### config.mk
export PLATFORM = sky130hd
export DESIGN_NAME = mem_test_engine_flat
export DESIGN_NICKNAME = d
export VERILOG_FILES = /design/src/rtl/mem_test_engine_if.sv /design/src/rtl/mem_test_engine.sv /design/src/flat_wrapper.sv
export SDC_FILE = /design/constraint.sdc
export NUM_CORES = 1
export LEC_CHECK = 0
export ABC_AREA = 1
export CORE_ASPECT_RATIO = 0.75
export CORE_MARGIN = 1.5
export CORE_UTILIZATION = 50
export DETAILED_ROUTE_END_ITERATION = 8
export MAX_ROUTING_LAYER = met4
export PLACE_DENSITY = 0.78
export SYNTH_ARGS = -nofsm -noshare
export SYNTH_HDL_FRONTEND = slang
export SYNTH_SLANG_ARGS = --single-unit
### constraint.sdc
create_clock -name Clk_400 -period 3.36 [get_ports Clk_400]
set_clock_uncertainty 0.1 [all_clocks]
set_input_delay 0.504 -clock Clk_400 [delete_from_list [all_inputs] [get_ports Clk_400]]
set_output_delay 0.504 -clock Clk_400 [all_outputs]
set_load 0.05 [all_outputs]
### src/rtl/mem_test_engine_if.sv
// Command/response bus between mem_test_engine (master) and the DDR
// controller front end (slave).
interface mem_test_engine_if #(
    parameter int DATA_WIDTH       = 64,
    parameter int ADDR_WIDTH       = 26,
    parameter int BYTEEN_WIDTH     = 8,
    parameter int BURSTCOUNT_WIDTH = 7
);
    logic                        write;
    logic                        read;
    logic [ADDR_WIDTH-1:0]       address;
    logic [DATA_WIDTH-1:0]       writedata;
    logic [BYTEEN_WIDTH-1:0]     byteenable;
    logic [BURSTCOUNT_WIDTH-1:0] burstcount;
    logic [2:0]                  readdata_sel;
    logic                        cmd_fifo_full;
    logic                        ddr_data_ready;
    logic                        read_ddr_data;
    logic [DATA_WIDTH-1:0]       readdata;
    logic                        ddr_write_timeout;
    logic                        ddr_read_timeout;

    modport master (
        output write, read, address, writedata, byteenable, burstcount,
               readdata_sel, read_ddr_data,
        input  cmd_fifo_full, ddr_data_ready, readdata,
               ddr_write_timeout, ddr_read_timeout
    );

    modport slave (
        input  write, read, address, writedata, byteenable, burstcount,
               readdata_sel, read_ddr_data,
        output cmd_fifo_full, ddr_data_ready, readdata,
               ddr_write_timeout, ddr_read_timeout
    );
endinterface

### src/rtl/mem_test_engine.sv
// Write-then-readback memory test engine with in-order data checking.
// Optional MEM_TEST_ERR_INJECT_EN adds inject_err to flip bit 0 of written data.
module mem_test_engine #(
    parameter int DATA_WIDTH       = 64,
    parameter int ADDR_WIDTH       = 26,
    parameter int BYTEEN_WIDTH     = 8,
    parameter int BURSTCOUNT_WIDTH = 7,
    parameter int MAX_OUTSTANDING  = 16,
    parameter int RD_LATENCY       = 4
) (
    input  logic                  Clk_400,
    input  logic                  SoftReset_n,
    input  logic                  start,
    input  logic [ADDR_WIDTH-1:0] base_addr,
    input  logic [ADDR_WIDTH-1:0] num_words,
    input  logic [31:0]           seed,
`ifdef MEM_TEST_ERR_INJECT_EN
    input  logic                  inject_err,
`endif
    mem_test_engine_if.master     mem,
    output logic                  busy,
    output logic                  done,
    output logic                  pass,
    output logic                  timeout_err,
    output logic [15:0]           err_count,
    output logic [ADDR_WIDTH-1:0] first_err_addr
);
    localparam int OW = $clog2(MAX_OUTSTANDING + 1);
    localparam logic [ADDR_WIDTH-1:0] A_ONE = ADDR_WIDTH'(1);

    typedef enum logic [1:0] {IDLE, WRITE, READ, DRAIN} state_t;
    state_t state_q, state_d;

    logic [ADDR_WIDTH-1:0]       base_q, num_q, idx_q, pops_q, chk_q;
    logic [31:0]                 seed_q;
    logic [OW-1:0]               outst_q;
    logic [RD_LATENCY-1:0]       vld_q;
    logic [ADDR_WIDTH-1:0]       addr_q;
    logic [DATA_WIDTH-1:0]       wdata_q;
    logic [BYTEEN_WIDTH-1:0]     be_q;
    logic [BURSTCOUNT_WIDTH-1:0] bc_q;
    logic                        done_q, pass_q, tmo_q;
    logic [15:0]                 err_q;
    logic [ADDR_WIDTH-1:0]       ferr_q;

    logic                  abort, wr_issue, rd_issue, pop, accept, zero_start, finish;
    logic                  chk, mismatch, last_word;
    logic [ADDR_WIDTH-1:0] cur_addr, chk_addr, addr_out;
    logic [DATA_WIDTH-1:0] wdata_c;

    function automatic logic [DATA_WIDTH-1:0] pattern(input logic [ADDR_WIDTH-1:0] a,
                                                      input logic [31:0] s);
        return {(DATA_WIDTH/32){s ^ 32'(a)}};
    endfunction

`ifdef MEM_TEST_ERR_INJECT_EN
    assign wdata_c = pattern(cur_addr, seed_q) ^ DATA_WIDTH'(inject_err);
`else
    assign wdata_c = pattern(cur_addr, seed_q);
`endif

    always_ff @(posedge Clk_400 or negedge SoftReset_n) begin
        if (!SoftReset_n) state_q <= IDLE;
        else              state_q <= state_d;
    end

    // A timeout in any active state suppresses commands and pops in that same cycle.
    always_comb begin
        state_d    = state_q;
        abort      = (state_q != IDLE) && (mem.ddr_write_timeout || mem.ddr_read_timeout);
        cur_addr   = base_q + idx_q;
        chk_addr   = base_q + chk_q;
        last_word  = (idx_q == num_q - A_ONE);
        chk        = vld_q[RD_LATENCY-1] && (state_q == READ || state_q == DRAIN);
        mismatch   = chk && (mem.readdata != pattern(chk_addr, seed_q));
        wr_issue   = 1'b0;
        rd_issue   = 1'b0;
        pop        = 1'b0;
        accept     = 1'b0;
        zero_start = 1'b0;
        finish     = 1'b0;
        unique case (state_q)
            IDLE: begin
                if (start) begin
                    if (num_words != '0) begin
                        accept  = 1'b1;
                        state_d = WRITE;
                    end else begin
                        zero_start = 1'b1;
                    end
                end
            end
            WRITE: begin
                if (abort) begin
                    state_d = IDLE;
                end else if (!mem.cmd_fifo_full) begin
                    wr_issue = 1'b1;
                    if (last_word) state_d = READ;
                end
            end
            READ: begin
                if (abort) begin
                    state_d = IDLE;
                end else begin
                    pop = mem.ddr_data_ready && (pops_q < num_q);
                    if (!mem.cmd_fifo_full && (outst_q < OW'(MAX_OUTSTANDING))) begin
                        rd_issue = 1'b1;
                        if (last_word) state_d = DRAIN;
                    end
                end
            end
            DRAIN: begin
                if (abort) begin
                    state_d = IDLE;
                end else begin
                    pop = mem.ddr_data_ready && (pops_q < num_q);
                    if (chk_q == num_q) begin
                        finish  = 1'b1;
                        state_d = IDLE;
                    end
                end
            end
        endcase
    end

    always_ff @(posedge Clk_400 or negedge SoftReset_n) begin
        if (!SoftReset_n) begin
            base_q  <= '0;
            num_q   <= '0;
            seed_q  <= '0;
            idx_q   <= '0;
            pops_q  <= '0;
            chk_q   <= '0;
            outst_q <= '0;
            vld_q   <= '0;
            addr_q  <= '0;
            wdata_q <= '0;
            be_q    <= '0;
            bc_q    <= '0;
            done_q  <= 1'b0;
            pass_q  <= 1'b0;
            tmo_q   <= 1'b0;
            err_q   <= '0;
            ferr_q  <= '0;
        end else begin
            vld_q <= (vld_q << 1) | RD_LATENCY'(pop);
            if (pop) pops_q <= pops_q + A_ONE;
            if (rd_issue && !pop)      outst_q <= outst_q + OW'(1);
            else if (!rd_issue && pop) outst_q <= outst_q - OW'(1);

            if (wr_issue || rd_issue) begin
                addr_q <= cur_addr;
                be_q   <= '1;
                bc_q   <= BURSTCOUNT_WIDTH'(1);
            end
            if (wr_issue) begin
                wdata_q <= wdata_c;
                idx_q   <= last_word ? '0 : idx_q + A_ONE;
            end
            if (rd_issue) idx_q <= idx_q + A_ONE;

            if (chk) chk_q <= chk_q + A_ONE;
            if (mismatch) begin
                if (err_q != 16'hFFFF) err_q <= err_q + 16'd1;
                if (err_q == '0)       ferr_q <= chk_addr;
            end

            if (finish) begin
                done_q <= 1'b1;
                pass_q <= (err_q == '0);
            end
            if (abort) begin
                done_q <= 1'b1;
                pass_q <= 1'b0;
                tmo_q  <= 1'b1;
                vld_q  <= '0;
            end
            if (zero_start) begin
                done_q <= 1'b1;
                pass_q <= 1'b1;
                tmo_q  <= 1'b0;
                err_q  <= '0;
                ferr_q <= '0;
            end
            if (accept) begin
                base_q  <= base_addr;
                num_q   <= num_words;
                seed_q  <= seed;
                idx_q   <= '0;
                pops_q  <= '0;
                chk_q   <= '0;
                outst_q <= '0;
                vld_q   <= '0;
                done_q  <= 1'b0;
                pass_q  <= 1'b0;
                tmo_q   <= 1'b0;
                err_q   <= '0;
                ferr_q  <= '0;
            end
        end
    end

    // Command outputs follow the live command when issuing, otherwise hold the last one.
    assign addr_out          = (wr_issue || rd_issue) ? cur_addr : addr_q;
    assign mem.write         = wr_issue;
    assign mem.read          = rd_issue;
    assign mem.address       = addr_out;
    assign mem.writedata     = wr_issue ? wdata_c : wdata_q;
    assign mem.byteenable    = (wr_issue || rd_issue) ? '1 : be_q;
    assign mem.burstcount    = (wr_issue || rd_issue) ? BURSTCOUNT_WIDTH'(1) : bc_q;
    assign mem.readdata_sel  = addr_out[2:0];
    assign mem.read_ddr_data = pop;

    assign busy           = (state_q != IDLE);
    assign done           = done_q;
    assign pass           = pass_q;
    assign timeout_err    = tmo_q;
    assign err_count      = err_q;
    assign first_err_addr = ferr_q;
endmodule

### src/flat_wrapper.sv
// flat-port wrapper written by rule: the top's interface ports become plain ports
module mem_test_engine_flat 
#(
    parameter int DATA_WIDTH       = 64,
    parameter int ADDR_WIDTH       = 26,
    parameter int BYTEEN_WIDTH     = 8,
    parameter int BURSTCOUNT_WIDTH = 7,
    parameter int MAX_OUTSTANDING  = 16,
    parameter int RD_LATENCY       = 4
)
  (Clk_400, SoftReset_n, start, base_addr, num_words, seed, busy, done, pass, timeout_err, err_count, first_err_addr, mem_write, mem_read, mem_address, mem_writedata, mem_byteenable, mem_burstcount, mem_readdata_sel, mem_read_ddr_data, mem_cmd_fifo_full, mem_ddr_data_ready, mem_readdata, mem_ddr_write_timeout, mem_ddr_read_timeout);
  mem_test_engine_if #(.DATA_WIDTH(DATA_WIDTH), .ADDR_WIDTH(ADDR_WIDTH), .BYTEEN_WIDTH(BYTEEN_WIDTH), .BURSTCOUNT_WIDTH(BURSTCOUNT_WIDTH)) mem_i ();
  input  logic Clk_400;
  input  logic SoftReset_n;
  input  logic start;
  input  logic [ADDR_WIDTH-1:0] base_addr;
  input  logic [ADDR_WIDTH-1:0] num_words;
  input  logic [31:0] seed;
  output logic busy;
  output logic done;
  output logic pass;
  output logic timeout_err;
  output logic [15:0] err_count;
  output logic [ADDR_WIDTH-1:0] first_err_addr;
  output wire logic [$bits(mem_i.write)-1:0] mem_write;
  output wire logic [$bits(mem_i.read)-1:0] mem_read;
  output wire logic [$bits(mem_i.address)-1:0] mem_address;
  output wire logic [$bits(mem_i.writedata)-1:0] mem_writedata;
  output wire logic [$bits(mem_i.byteenable)-1:0] mem_byteenable;
  output wire logic [$bits(mem_i.burstcount)-1:0] mem_burstcount;
  output wire logic [$bits(mem_i.readdata_sel)-1:0] mem_readdata_sel;
  output wire logic [$bits(mem_i.read_ddr_data)-1:0] mem_read_ddr_data;
  input wire logic [$bits(mem_i.cmd_fifo_full)-1:0] mem_cmd_fifo_full;
  input wire logic [$bits(mem_i.ddr_data_ready)-1:0] mem_ddr_data_ready;
  input wire logic [$bits(mem_i.readdata)-1:0] mem_readdata;
  input wire logic [$bits(mem_i.ddr_write_timeout)-1:0] mem_ddr_write_timeout;
  input wire logic [$bits(mem_i.ddr_read_timeout)-1:0] mem_ddr_read_timeout;
  assign mem_write = mem_i.write;
  assign mem_read = mem_i.read;
  assign mem_address = mem_i.address;
  assign mem_writedata = mem_i.writedata;
  assign mem_byteenable = mem_i.byteenable;
  assign mem_burstcount = mem_i.burstcount;
  assign mem_readdata_sel = mem_i.readdata_sel;
  assign mem_read_ddr_data = mem_i.read_ddr_data;
  assign mem_i.cmd_fifo_full = mem_cmd_fifo_full;
  assign mem_i.ddr_data_ready = mem_ddr_data_ready;
  assign mem_i.readdata = mem_readdata;
  assign mem_i.ddr_write_timeout = mem_ddr_write_timeout;
  assign mem_i.ddr_read_timeout = mem_ddr_read_timeout;
  mem_test_engine #(.DATA_WIDTH(DATA_WIDTH), .ADDR_WIDTH(ADDR_WIDTH), .BYTEEN_WIDTH(BYTEEN_WIDTH), .BURSTCOUNT_WIDTH(BURSTCOUNT_WIDTH), .MAX_OUTSTANDING(MAX_OUTSTANDING), .RD_LATENCY(RD_LATENCY)) u_core (.Clk_400(Clk_400), .SoftReset_n(SoftReset_n), .start(start), .base_addr(base_addr), .num_words(num_words), .seed(seed), .mem(mem_i), .busy(busy), .done(done), .pass(pass), .timeout_err(timeout_err), .err_count(err_count), .first_err_addr(first_err_addr));
endmodule
==> summary.md <==
| Metric | Value |
|---|---|
| Worst setup SP type | flop |
| Crit path kind | reg -> out |
| Synthesized area per cell | around 7 um2 |
| Violated checks | setup timing |
| Clk sinks | 323 |
| Result of the run | finished with violations |
| Die Wd | 237.1 um |
| Internal power | 14380 uW |
| Synthesized area | a little over 20000 um2 |
| CTS tree | built |
| Most used cell, CP | nand2_4 |
| Buffers added on ports | ~310 |
| Highest-delay cell along the critical path | dfrtp_1 |
| Global-route wire length before repair | 125400 um |
| RSZ-0062 raised after global routing | yes |
| Wire length per cell | 21.76 um |
| CTS Buffer Depth | 3 |
| # setup viols final | 105 |
| Initial antenna violation count | 1 |
| Final nets | 3780 |
| Largest delay contributor family on the critical path | simple AND/OR/NAND/NOR gates |
| Final Cycle Share | 117.6% |
| PwrDens | 865.5 nW/um2 |
| NetSw | about 13000 uW |
| Design area | 31590 um2 |
| DRC | 0 |
| Post-synth ARST share | 100.0% |
| Clock Power Share | 16.3% |
| Maximum clock frequency | 253.2 MHz |
| Minimum clock period | 3950 ps |
| Largest stage delay, worst path | 410 ps |
| I/O pins | 312 |
| CP Buf/Inv Count | 4 |
| GPL Wtd Cong | between 0.9 and 1 |
| Data required, critical path | 2760 ps |
| Initial DRT Pass Iterations | 7 |
| Synth cell types | 51 |
| Worst-path fanout max | 3 |
| Vias/cell | 5.846 |
| Final Hold Fails | 0 |
| EDFF count, synth | 0 |
| Post-synth top area share | 39.32% |
| Reported max-cap violation count | 0 |
| Total Wirelength | just under 90000 um |
| Mapped Nets | 3126 |
| Worst slew pin tran | 981.4 ps |
| Core box area | a little over 40000 um2 |
| Most numerous cell in the Yosys netlist | nand2_1 |
| Row cnt | 64 |
| Part of the power in combinational logic | slightly above 60% |
| Vias in the first global route | 21.97k |
| Slew headroom | between 30% and 40% |
| P_leak | 0.01552 uW |
| Predominant post-synthesis flop cell | dfrtp_1 |
| Sw frac | about 47% |
| Syn Inst Count | 2883 |
| Seq cells post-synth | 323 |
| Setup WS post-layout | -590.0 ps |
| DRT antenna net count | 0 |
| CP Capture Type | output pin |
| Crit path cell chain | buf_6 > ha_4 > fa_2 > nand3_2 > nand2_2 > nand2_2 > nand2_2 > nand2_4 > inv_4 > a21oi_4 > nor3_1 > nor2_1 > o21ai_1 > or2_4 > nand2_4 > inv_4 > nand2_4 > nand3_4 > nand2_4 > buf_12 |
| Share of post-route cells with drive strength above 1 | roughly 28% |
| Sequential-to-total area share from yosys stat | 39.32% |
| Area grow syn2layout | 53.64% |
| CP Data Arrival Time | between 3000 and 4000 ps |
| Detailed Place HPWL | about 60000 um |
| Die Y | 178.6 um |
| Register share of total power | 22.4% |
| Clock transition at path regs | 70 ps |
| Synth top cells by count | 952 x nand2_1, 347 x inv_1, 323 x dfrtp_1 |
| 1st-iter DRT viols | 2834 |
| Yosys top cell by area | dfrtp_1 |
| Synth top area cells | dfrtp_1 39%, nand2_1 17%, inv_1 6.3% |
| H-tree depth | 2 |
| Root Driver | clkbuf_16 |
| Grt total ovfl | 0 |
| Die area | 42350 um2 |
| Placed Area | 26650 um2 |
| CTS buffer count | 36 |
| Fillers | 2663 |
| HP Class | reg -> reg |
| Initial Utilization | 50.54% |
| Vias | approximately 24k |
| Syn. warnings | 0 |
| Slew Viols, Final | 0 |
| Pin count of the biggest net entering global routing | 93 |
| Max VDD drop | 0.8810 mV |
| Pre-CTS WS | -407.0 ps |
| Clock latency on the worst-skew pair | 560 ps |
| GRT Util Overall | approximately 40% |
-- final cells by class --
class | instances | area [um2] | area share [%]
multi-input cells | 2143 | 13250 | 41.96
flip-flops and latches | 323 | 8103 | 25.65
repair buffers | 683 | 6922 | 21.91
inverters | 350 | 1351 | 4.278
clock buffers | 52 | 1094 | 3.462
well taps | 528 | 660.6 | 2.092
clock inverters | 11 | 195.2 | 0.6180
diodes | 3 | 7.507 | 0.02377
-- cell usage in the layout (no fill, tap or decap), types with 8 or more instances in the layout --
cell type,n
o21ai_2,12
a31oi_1,8
nand3_2,67
o21ai_4,13
a21oi_4,8
inv_1,323
inv_2,16
ha_4,28
clkdlybuf4s50_1,199
nand3_1,179
buf_12,65
clkbuf_16,38
nor2_2,21
nand2_1,823
nand4_1,58
or2_2,17
nand3b_1,34
xnor2_4,8
buf_6,50
dfrtp_1,307
xor2_1,86
buf_4,334
nor2_1,177
buf_8,31
nor4_1,17
nor3_1,47
clkbuf_8,9
o22ai_1,18
nand2_2,89
a21oi_1,73
nand2_4,43
xnor2_1,22
o21ai_1,14
ha_1,51
a21oi_2,17
o21ai_0,104
dfrtp_2,16
nand3_4,21
-- sequential cells by signal, indices dropped and copies added, names as in the netlist, 2 cells and up --
signal	cells
u_core.wdata_q	64
u_core.vld_q	4
u_core.num_q	26
u_core.bc_q	7
u_core.first_err_addr	26
u_core.chk_q	26
u_core.seed_q	32
u_core.idx_q	26
u_core.state_q	2
u_core.base_q	26
u_core.outst_q	5
u_core.addr_q	26
u_core.err_count	16
u_core.pops_q	26
u_core.be_q	8
-- tightest hold or removal path, cell delays in order, from the launching register on --
cell and delay [ps]:
dfrtp_1 320, nand2_1 50, nand2_1 70
-- metrics by stage --
stage / util, % / setup TNS (ps) / hold slack [ps] / power (uW) / cells
floorplan: - / -64.50 / 108.4 / 13550 / 2883
global placement: 65.51 / -16400 / 353.1 / 19130 / 3929
detailed placement: 65.51 / -18910 / 360.4 / 19440 / 3929
CTS: 74.33 / -26460 / 367.3 / 25340 / 4056
global route: 77.64 / -55920 / 397.9 / 28450 / 4092
finish: 77.65 / -42240 / 375.2 / 27340 / 4093
-- metal layers --
metal | part of all wire, % | global-route usage, % | vias to the layer above
met4 | 4.5 | 11.28 | 0
met5 | 0 | - | -
met1 | 41 | 54.32 | 11396
li1 | - | - | 10643
met2 | 44 | 59.24 | 1551
met3 | 11 | 8.480 | 339
-- repair_timing --
item                                   CTS  global route
hold buffers                             1             0
setup endpoints to repair              112           145
resized for setup                      408           256
pin swaps                              115           151
cloned                                   9             1
endpoints found under the hold margin   59             0
setup buffers                           59            44
-- worst paths after layout --
kind | startpoint | depth (start not counted) | slack, ps | end
worst min-delay path | u_core.wdata_q[62] | 2 | 380 | u_core.wdata_q[62]
min in group asynchronous | SoftReset_n | 2 | 400 | u_core.be_q[0]
worst max-delay path | u_core.base_q[0] | 20 | -590 | mem_writedata[20]
worst max register to register | u_core.base_q[3] | 26 | -530 | u_core.first_err_addr[18]
max in group asynchronous | SoftReset_n | 3 | 1850 | u_core.err_count[13]
worst min register to register | u_core.wdata_q[62] | 2 | 380 | u_core.wdata_q[62]
-- power by group through the flow --
stage | registers [uW] | logic, uW | clock network (uW)
floorplan | 5880 | 7670 | 0
global placement | 5960 | 13200 | 0
detailed placement | 6000 | 13400 | 0
CTS | 5980 | 15000 | 4390
global route | 6200 | 17700 | 4580
finish | 6120 | 16800 | 4450
-- cell families (layout without fill, tap and decap cells) --
| family | count (synthesis) | in the layout | synth area share (%) |
|---|---|---|---|
| AO/OA/AOI/OAI | 301 | 301 | 8.009 |
| flip-flops | 323 | 323 | 39.32 |
| multiplexers | 2 | 2 | 0.1035 |
| AND/OR/NAND/NOR | 1618 | 1623 | 33.76 |
| other | 0 | 3 | 0 |
| buffers and inverters | 422 | 1096 | 7.851 |
| adder cells (fa/ha/maj) | 88 | 88 | 5.465 |
| XOR/XNOR | 129 | 129 | 5.496 |
No activity file was read; power rests on OpenSTA's default activity.
